`src/rtl/my_pe_pkg.sv`:
```
// Shared definitions for the my_pe processing element and its sequencer.
package my_pe_pkg;

  typedef enum logic [2:0] {
    ST_IDLE,
    ST_CLEAR,
    ST_LOAD,
    ST_PRIME,
    ST_FIRE,
    ST_WAIT,
    ST_DONE
  } pe_ctrl_state_t;

  localparam int unsigned PE_CLEAR_CYCLES = 2;
  localparam int unsigned PE_CLR_CNT_W    = 2;

endpackage

```
`src/rtl/my_pe_ctrl.sv`:
```
// Sequencer for one my_pe: clears the accumulator, optionally loads weights,
// then issues activations one at a time, waiting for each accumulated result.
module my_pe_ctrl
  import my_pe_pkg::*;
#(
  parameter int unsigned VECTOR_SIZE = 32,
  parameter int unsigned L_RAM_SIZE  = 4
) (
  input  logic                    aclk,
  input  logic                    areset,
  input  logic                    start,
  input  logic                    reload,
  input  logic [L_RAM_SIZE:0]     len,
  input  logic [VECTOR_SIZE-1:0]  w_tdata,
  input  logic                    w_tvalid,
  output logic                    w_tready,
  input  logic [VECTOR_SIZE-1:0]  a_tdata,
  input  logic                    a_tvalid,
  output logic                    a_tready,
  output logic                    busy,
  output logic                    done,
  output logic [VECTOR_SIZE-1:0]  result,
  output logic                    pe_aresetn,
  output logic [VECTOR_SIZE-1:0]  pe_ain,
  output logic [VECTOR_SIZE-1:0]  pe_din,
  output logic [L_RAM_SIZE-1:0]   pe_addr,
  output logic                    pe_we,
  output logic                    pe_valid,
  input  logic                    pe_dvalid,
  input  logic [VECTOR_SIZE-1:0]  pe_dout
);

  localparam int unsigned CNT_W = L_RAM_SIZE + 1;
  localparam int unsigned DEPTH = 2 ** L_RAM_SIZE;

  pe_ctrl_state_t          r_state;
  pe_ctrl_state_t          w_next;
  logic [CNT_W-1:0]        r_n;
  logic [CNT_W-1:0]        r_wcnt;
  logic [CNT_W-1:0]        r_ecnt;
  logic [PE_CLR_CNT_W-1:0] r_clr_cnt;
  logic                    r_reload;
  logic                    r_w_tready;
  logic                    r_a_tready;
  logic                    r_busy;
  logic                    r_done;
  logic                    r_pe_aresetn;
  logic [L_RAM_SIZE-1:0]   r_addr;
  logic [VECTOR_SIZE-1:0]  r_result;

  logic [CNT_W-1:0]        w_len_clamped;
  logic                    w_w_hs;
  logic                    w_a_hs;
  logic                    w_w_last;
  logic                    w_e_last;
  logic                    w_clr_end;

  assign w_len_clamped = (len > CNT_W'(DEPTH)) ? CNT_W'(DEPTH) : len;
  assign w_w_hs        = (r_state == ST_LOAD) && w_tvalid;
  assign w_a_hs        = (r_state == ST_FIRE) && a_tvalid;
  assign w_w_last      = (r_wcnt == (r_n - 1'b1));
  assign w_e_last      = ((r_ecnt + 1'b1) == r_n);
  assign w_clr_end     = (r_clr_cnt == PE_CLR_CNT_W'(PE_CLEAR_CYCLES - 1));

  // Next-state logic
  always_comb begin
    w_next = r_state;
    case (r_state)
      ST_IDLE:  if (start) w_next = (w_len_clamped == '0) ? ST_DONE : ST_CLEAR;
      ST_CLEAR: if (w_clr_end) w_next = r_reload ? ST_LOAD : ST_PRIME;
      ST_LOAD:  if (w_w_hs && w_w_last) w_next = ST_PRIME;
      ST_PRIME: w_next = ST_FIRE;
      ST_FIRE:  if (w_a_hs) w_next = ST_WAIT;
      ST_WAIT:  if (pe_dvalid) w_next = w_e_last ? ST_DONE : ST_FIRE;
      ST_DONE:  w_next = ST_IDLE;
      default:  w_next = ST_IDLE;
    endcase
  end

  // State, counters and registered outputs
  always_ff @(posedge aclk or posedge areset) begin
    if (areset) begin
      r_state      <= ST_IDLE;
      r_n          <= '0;
      r_wcnt       <= '0;
      r_ecnt       <= '0;
      r_clr_cnt    <= '0;
      r_reload     <= 1'b0;
      r_w_tready   <= 1'b0;
      r_a_tready   <= 1'b0;
      r_busy       <= 1'b0;
      r_done       <= 1'b0;
      r_pe_aresetn <= 1'b0;
      r_addr       <= '0;
      r_result     <= '0;
    end else begin
      r_state      <= w_next;
      r_busy       <= (w_next != ST_IDLE);
      r_done       <= (w_next == ST_DONE);
      r_w_tready   <= (w_next == ST_LOAD);
      r_a_tready   <= (w_next == ST_FIRE);
      r_pe_aresetn <= (w_next != ST_CLEAR);
      case (r_state)
        ST_IDLE: begin
          if (start) begin
            r_n       <= w_len_clamped;
            r_reload  <= reload;
            r_clr_cnt <= '0;
            r_wcnt    <= '0;
            r_ecnt    <= '0;
            r_addr    <= '0;
            if (w_len_clamped == '0) r_result <= '0;
          end
        end
        ST_CLEAR: r_clr_cnt <= r_clr_cnt + 1'b1;
        ST_LOAD: begin
          if (w_w_hs) begin
            r_wcnt <= r_wcnt + 1'b1;
            // Rewind to address 0 so PRIME reads the first weight
            r_addr <= w_w_last ? '0 : L_RAM_SIZE'(r_addr + 1'b1);
          end
        end
        ST_FIRE: if (w_a_hs) r_addr <= L_RAM_SIZE'(r_ecnt + 1'b1);
        ST_WAIT: begin
          if (pe_dvalid) begin
            r_ecnt <= r_ecnt + 1'b1;
            if (w_e_last) r_result <= pe_dout;
          end
        end
        default: ;
      endcase
    end
  end

  assign w_tready   = r_w_tready;
  assign a_tready   = r_a_tready;
  assign busy       = r_busy;
  assign done       = r_done;
  assign result     = r_result;
  assign pe_aresetn = r_pe_aresetn;
  assign pe_addr    = r_addr;

  // Write data passes straight through so it lines up with the same-cycle pe_we
  assign pe_din   = w_tdata;
  assign pe_we    = w_w_hs;
  assign pe_ain   = a_tdata;
  assign pe_valid = w_a_hs;

endmodule
```
`config.mk`:
```
export PLATFORM = sky130hd
export DESIGN_NAME = my_pe_ctrl
export DESIGN_NICKNAME = d
export VERILOG_FILES = /design/src/rtl/my_pe_pkg.sv /design/src/rtl/my_pe_ctrl.sv
export SDC_FILE = /design/constraint.sdc
export NUM_CORES = 1
export LEC_CHECK = 0
export ABC_AREA = 1
export CAP_MARGIN = 20
export CORE_ASPECT_RATIO = 1.2
export CORE_UTILIZATION = 40
export CTS_BUF_LIST = sky130_fd_sc_hd__clkbuf_8
export DETAILED_ROUTE_END_ITERATION = 8
export PLACE_DENSITY = 0.84
export SLEW_MARGIN = 0
export SYNTH_ARGS = -nofsm -noshare
export SYNTH_HDL_FRONTEND = slang
export SYNTH_SLANG_ARGS = --single-unit
```
`constraint.sdc`:
```
create_clock -name aclk -period 2.52 [get_ports aclk]
set_clock_uncertainty 0.1 [all_clocks]
set_input_delay 0.378 -clock aclk [delete_from_list [all_inputs] [get_ports aclk]]
set_output_delay 0.378 -clock aclk [all_outputs]
set_load 0.02 [all_outputs]
```
### Word-level counts from Yosys, hierarchy flattened

Cells that the tools add are included.

| storage, ports and cells | value |
|---|---|
| bits in registers | 62 |
| output and inout bits | 107 |
| logic and storage cells | 80 |
| bits of input ports | 108 |

| operators by class | value |
|---|---|
| muxes and demuxes | 27 |
| add/subtract/negate cells | 5 |
| equality and inequality tests | 18 |
| magnitude comparators | 1 |
| reduce and logical (&&, ||, !) cells | 16 |

Operators with widths:

| cell | count |
|---|---|
| $mux W32 | 4 |
| $pmux W32 S2 | 1 |
| $mux W5 | 4 |
| $pmux W5 S2 | 2 |
| $mux W3 | 6 |
| $pmux W3 S6 | 1 |
| $mux W4 | 4 |
| $eq A3 B3 Y1 const B | 4 |
| $ne A2 B2 Y1 const B | 6 |
| $pmux W4 S3 | 1 |
| $add A5 B1 Y5 const B | 2 |
| $eq A5 B5 Y1 | 2 |
| $eq A3 B2 Y1 const B | 3 |
| $reduce_and A3 Y1 | 2 |
| $reduce_bool A2 Y1 | 3 |
| $reduce_bool A3 Y1 | 2 |
| $gt A5 B5 Y1 const B | 1 |
| $logic_not A5 Y1 | 1 |
| $reduce_and A5 Y1 | 1 |
| $sub A5 B1 Y5 const B | 1 |
| $add A4 B1 Y4 const B | 1 |
| $mux W2 | 2 |
| $pmux W2 S2 | 1 |
| $reduce_and A2 Y1 | 2 |
| 8 further kinds | 10 |

### Depth between registers and ports, before layout

| logic depth | value |
|---|---|
| depth after elaboration | 7 |
| gate-level depth with buffers | 13 |
| gate-level depth less buffers | 12 |

### Worst setup path before layout

No wires, ideal clock.

| path | value |
|---|---|
| path type | reg2reg |
| start | register r_ecnt[0] |
| end | register r_result[0] (netlist: result[0]) |
| clock period less this slack | 1.798 ns |
| data required time | 2.303 ns |
| buffers on the path | 1 |
| data arrival time | 1.581 ns |
| slack | 0.722 ns |
| library setup time | 0.117 ns |
| cell stages (with the launch flop) | 14 |
| cell sequence | dfrtp_1 -> ha_1 -> inv_1 -> nand2_1 -> nand2_1 -> nor2_1 -> nand2_1 -> nor2_1 -> nand3_2 -> nand2_4 -> nand2_4 -> buf_6 -> nand2_1 -> nand2_1 |

| on the way | value |
|---|---|
| cells in the longest elaborated chain, start to end | 4 |

RTL lines:

| element | line | text |
|---|---|---|
| from (decl) | my_pe_ctrl.sv:40 | `logic [CNT_W-1:0] r_ecnt;` |
| from (signal assigned) | my_pe_ctrl.sv:126 | `r_ecnt <= r_ecnt + 1'b1;` |
| $add A5 B1 Y5 | my_pe_ctrl.sv:62 | `assign w_e_last = ((r_ecnt + 1'b1) == r_n);` |
| $eq A5 B5 Y1 | my_pe_ctrl.sv:62 |  |
| $ne A2 B2 Y1 (no source line) | - |  |
| $reduce_and A5 Y1 (no source line) | - |  |
| to (signal assigned) | my_pe_ctrl.sv:127 | `if (w_e_last) r_result <= pe_dout;` |
| to (decl) | my_pe_ctrl.sv:49 | `logic [VECTOR_SIZE-1:0] r_result;` |

No other way between the ends.
A chain may end at the register's enable or synchronous reset.

### Final worst setup path

| path | value |
|---|---|
| start | register r_state[2] |
| end | output port pe_we |

| on the way | value |
|---|---|
| cells in the longest elaborated chain, start to end | 2 |

RTL lines:

| element | line | text |
|---|---|---|
| from (decl) | my_pe_ctrl.sv:36 | `pe_ctrl_state_t r_state;` |
| from (signal assigned) | my_pe_ctrl.sv:97 | `r_state <= w_next;` |
| $eq A3 B2 Y1 | my_pe_ctrl.sv:59 | `assign w_w_hs = (r_state == ST_LOAD) && w_tvalid;` |
| $logic_and A1 B1 Y1 | my_pe_ctrl.sv:59 |  |
| to (decl) | my_pe_ctrl.sv:27 | `output logic pe_we,` |

No other way between the ends.

==> results <==
-- kinds of logic after synthesis --
group | count (synthesis) | share of synthesized area
DFF | 62 | 0.417
adders and majority gates | 5 | 0.0168
AOI/OAI and AO/OA | 28 | 0.0423
xor gates and xnor gates | 5 | 0.0118
buffers and inverters | 143 | 0.218
and+or+nand+nor | 259 | 0.294
-- flip-flops by register name, summed over array words and instances (netlist names), 2 cells and up --
| register | cells |
|---|---|
| pe_addr | 4 |
| result | 32 |
| r_ecnt | 5 |
| r_clr_cnt | 2 |
| r_n | 5 |
| r_state | 3 |
| r_wcnt | 5 |
-- critical path: stages, from the launching register on --
cell and delay, ns:
sky130_fd_sc_hd__dfrtp_1 0.43, sky130_fd_sc_hd__nor2_1 0.16, sky130_fd_sc_hd__nand2_1 0.17, sky130_fd_sc_hd__inv_1 0.22, sky130_fd_sc_hd__nand2_1 0.14, sky130_fd_sc_hd__inv_1 0.13, sky130_fd_sc_hd__dlygate4sd2_1 0.34
-- routing by layer --
metal,share of wire,up-vias,track usage
met1,0.39,1490,0.202
met4,0.028,0,0.100
met3,0.077,27,0.0600
met2,0.51,154,0.335
li1,-,1527,-
met5,0,-,0
-- power by group --
part           internal, mW  switching, mW
Sequential             1.36          0.272
Clock                 0.393          0.366
Combinational         0.989           1.58
-- Yosys cell counts (2+ instances only) --
master	count
sky130_fd_sc_hd__inv_1	63
sky130_fd_sc_hd__nand3_2	2
sky130_fd_sc_hd__nand3_1	52
sky130_fd_sc_hd__clkbuf_1	6
sky130_fd_sc_hd__xor2_1	3
sky130_fd_sc_hd__buf_6	3
sky130_fd_sc_hd__a21oi_1	8
sky130_fd_sc_hd__o21ai_0	11
sky130_fd_sc_hd__inv_2	2
sky130_fd_sc_hd__o21a_1	2
sky130_fd_sc_hd__ha_1	5
sky130_fd_sc_hd__buf_4	67
sky130_fd_sc_hd__nor2_1	63
sky130_fd_sc_hd__o22ai_1	3
sky130_fd_sc_hd__nand2_1	128
sky130_fd_sc_hd__buf_2	2
sky130_fd_sc_hd__dfrtp_1	62
sky130_fd_sc_hd__nand4_1	4
sky130_fd_sc_hd__nor3_1	3
sky130_fd_sc_hd__nand2_4	2
sky130_fd_sc_hd__xnor2_1	2
-- final cells by class --
type,count,area [µm²],share of cell area
clock buffer,11,151,0.0344
sequential,62,1550,0.353
timing repair buffer,91,925,0.210
multi-input combinational,297,1360,0.309
tap,120,150,0.0341
clock inverter,4,16.3,0.00370
inverter,65,244,0.0555
-- through the flow --
step                hold slack [ns]  std cells
CTS                           0.338        650
global placement              0.354        635
finish                        0.330        650
floorplan                     0.343        502
detailed placement            0.362        635
global route                  0.371        650
-- how the worst max path moves through the flow --
stage / startpoint / depth (start not counted) / endpoint / slack [ns]
6_report: r_state[2] / 6 / pe_we / 0.12
5_1_grt: r_state[0] / 6 / pe_we / 0.03
4_1_cts: r_state[1] / 4 / pe_valid / 0.06
3_5_place_dp: r_state[2] / 6 / pe_we / 0.25
3_3_place_gp: r_state[2] / 6 / pe_we / 0.32
2_1_floorplan: areset / 1 / a_tready / 0.50
==> summary.md <==
The flow ran to the end, and the final reports show no timing, DRC or antenna violations. The total track usage came out at 0.189. The tools report the endpoint type of the worst setup path as an output port. The async set-reset flop share out of synthesis was 1.00. The remaining design rule violation count was 0.

Synthesis handed over a netlist of 502 instances. The tools report the row count as 38. For this run, the detailed router's first-pass iteration total came to 5. The root buffer cell chosen for the clock tree is sky130_fd_sc_hd__clkbuf_8. The tools report the initial antenna violation count as 0. The detail route stage leaves a number of antenna-violating nets equal to 0. By area the synthesized netlist is led by sky130_fd_sc_hd__dfrtp_1 (42%), sky130_fd_sc_hd__buf_4 (14%), sky130_fd_sc_hd__nand2_1 (13%). For this design the static power due to leakage is 2.31 nW. In this run, CTS created clock tree buffers numbering 9. The number of buffers added for setup after CTS is 0, and the count of input and output buffers is 86.

TritonCTS built the clock tree. The average cell area after synthesis was 7.42 µm²; the normalized max-slew margin was 0.611. Initial standard-cell utilization of the core: 0.412. The hold violation count in the final report was 0; the global placement routability congestion was 0.920. The worst setup path is of the reg2out kind.

For the source-to-sink clock delay at the later pin of the worst-skew pair, the log shows 0.33 ns. The design draws 4.96 mW. For this run, the number of Yosys warnings is 0. Counting flops and latches in the post-synthesis netlist gives 62. Net count of the mapped netlist: 615. The most common cell after layout, fill and taps aside was sky130_fd_sc_hd__nand2_1. The internal reg-to-reg setup slack is 0.41 ns, and the slew at the pin with the worst max-slew slack is 0.582 ns. The post-layout utilization of the core came out at 0.487. For the post-cts resize count, the log shows 1.

The synthesized design spends more area on one cell type than any other, namely sky130_fd_sc_hd__dfrtp_1. The clock net in this run drives a total of 62 sinks. VDD sags by at most 0.469 mV.

0 antenna diodes ended up in the layout. Summing all non-filler instances in the final layout gives an area of 4400 µm². The worst endpoint required time is 2.04 ns, and the clock transition time at the flip-flop clock pins of the worst setup and hold paths is 0.07 ns. At the worst endpoint, the arrival time is 1.92 ns. The worst path needs 2.40 ns of the cycle, external delays included. No sink is reached through more buffers than the 2 on the longest clock path. Once detailed placement completed, the half-perimeter wirelength came to 6590 µm. Adding up every negative setup slack in the final design gives 0 ns.

The worst min-delay path class is in2async. OpenSTA, run right after detailed placement, puts the worst setup slack at 0.250 ns. The worst setup margin was 0.123 ns; the number of failing setup endpoints in the final timing report was 0. Summed over all layers, the routed wires come to 9150 µm.

The instance area after placement is 4230 µm². The logs give 0 for the reported max-cap violation count and 63 for the largest net degree at the start of global routing. The number of hold buffers added after CTS was 0.

In this run the critical register-to-register path is launched from r_ecnt[0]. The ratio of total power to cell area is 1130 nW/µm², and the remaining global-route overflow is 0. Setup repair after global routing left no endpoint under its margin.

The proportion of netlist area held by the largest area contributor is 0.417, and the x dimension of the die is 90.1 µm. The most used flip-flop cell after synthesis is sky130_fd_sc_hd__dfrtp_1. The number of global-route vias before repair was 3,133; the global-route wire length before repair was 14,400 µm. The sequential area share after synthesis was 0.417.

The overall die area came out at 9700 µm². The tools report the critical path startpoint category as a flop. The fmax was 417 MHz; the maximum level of the CTS H-tree was 3. The placeable core region is 9030 µm², and the maximum fanout count along the critical path is 4. The depth of the worst register-to-register path is 12, and the floorplan die height is 108 µm. The final period utilization is 0.951. The capture point of the worst reg-to-reg path is result[28].

The run gives 860 as the number of filler cells placed in the layout. The number of nets in the layout came out at 639. After detailed routing, the average wire length per cell comes to 14.1 µm.

Leaving out fill and tap cells, the most frequent cells in the layout are sky130_fd_sc_hd__nand2_1 (128), sky130_fd_sc_hd__clkdlybuf4s50_1 (84), sky130_fd_sc_hd__inv_1 (65). The logs give 0 for the count of final max-slew check failures and 215 for the number of placed I/O pins. After synthesis the cells add up to 3720 µm². The run gives 223 as the iteration-0 DRC count of the detailed router. Summing over every cut layer, the via total after detailed routing is 3,198. The share of final-layout standard cells stronger than drive strength 1 came out at 0.0528.

The count of unique library cells instantiated by Yosys is 30. In this run, synthesis inferred 0 flip-flops with an integrated enable. Compared with the post-synthesis result, the final layout area differs by 18.1%.

After detailed routing, the number of vias per cell comes to 4.92.
Power figures use the tool's default switching activity.
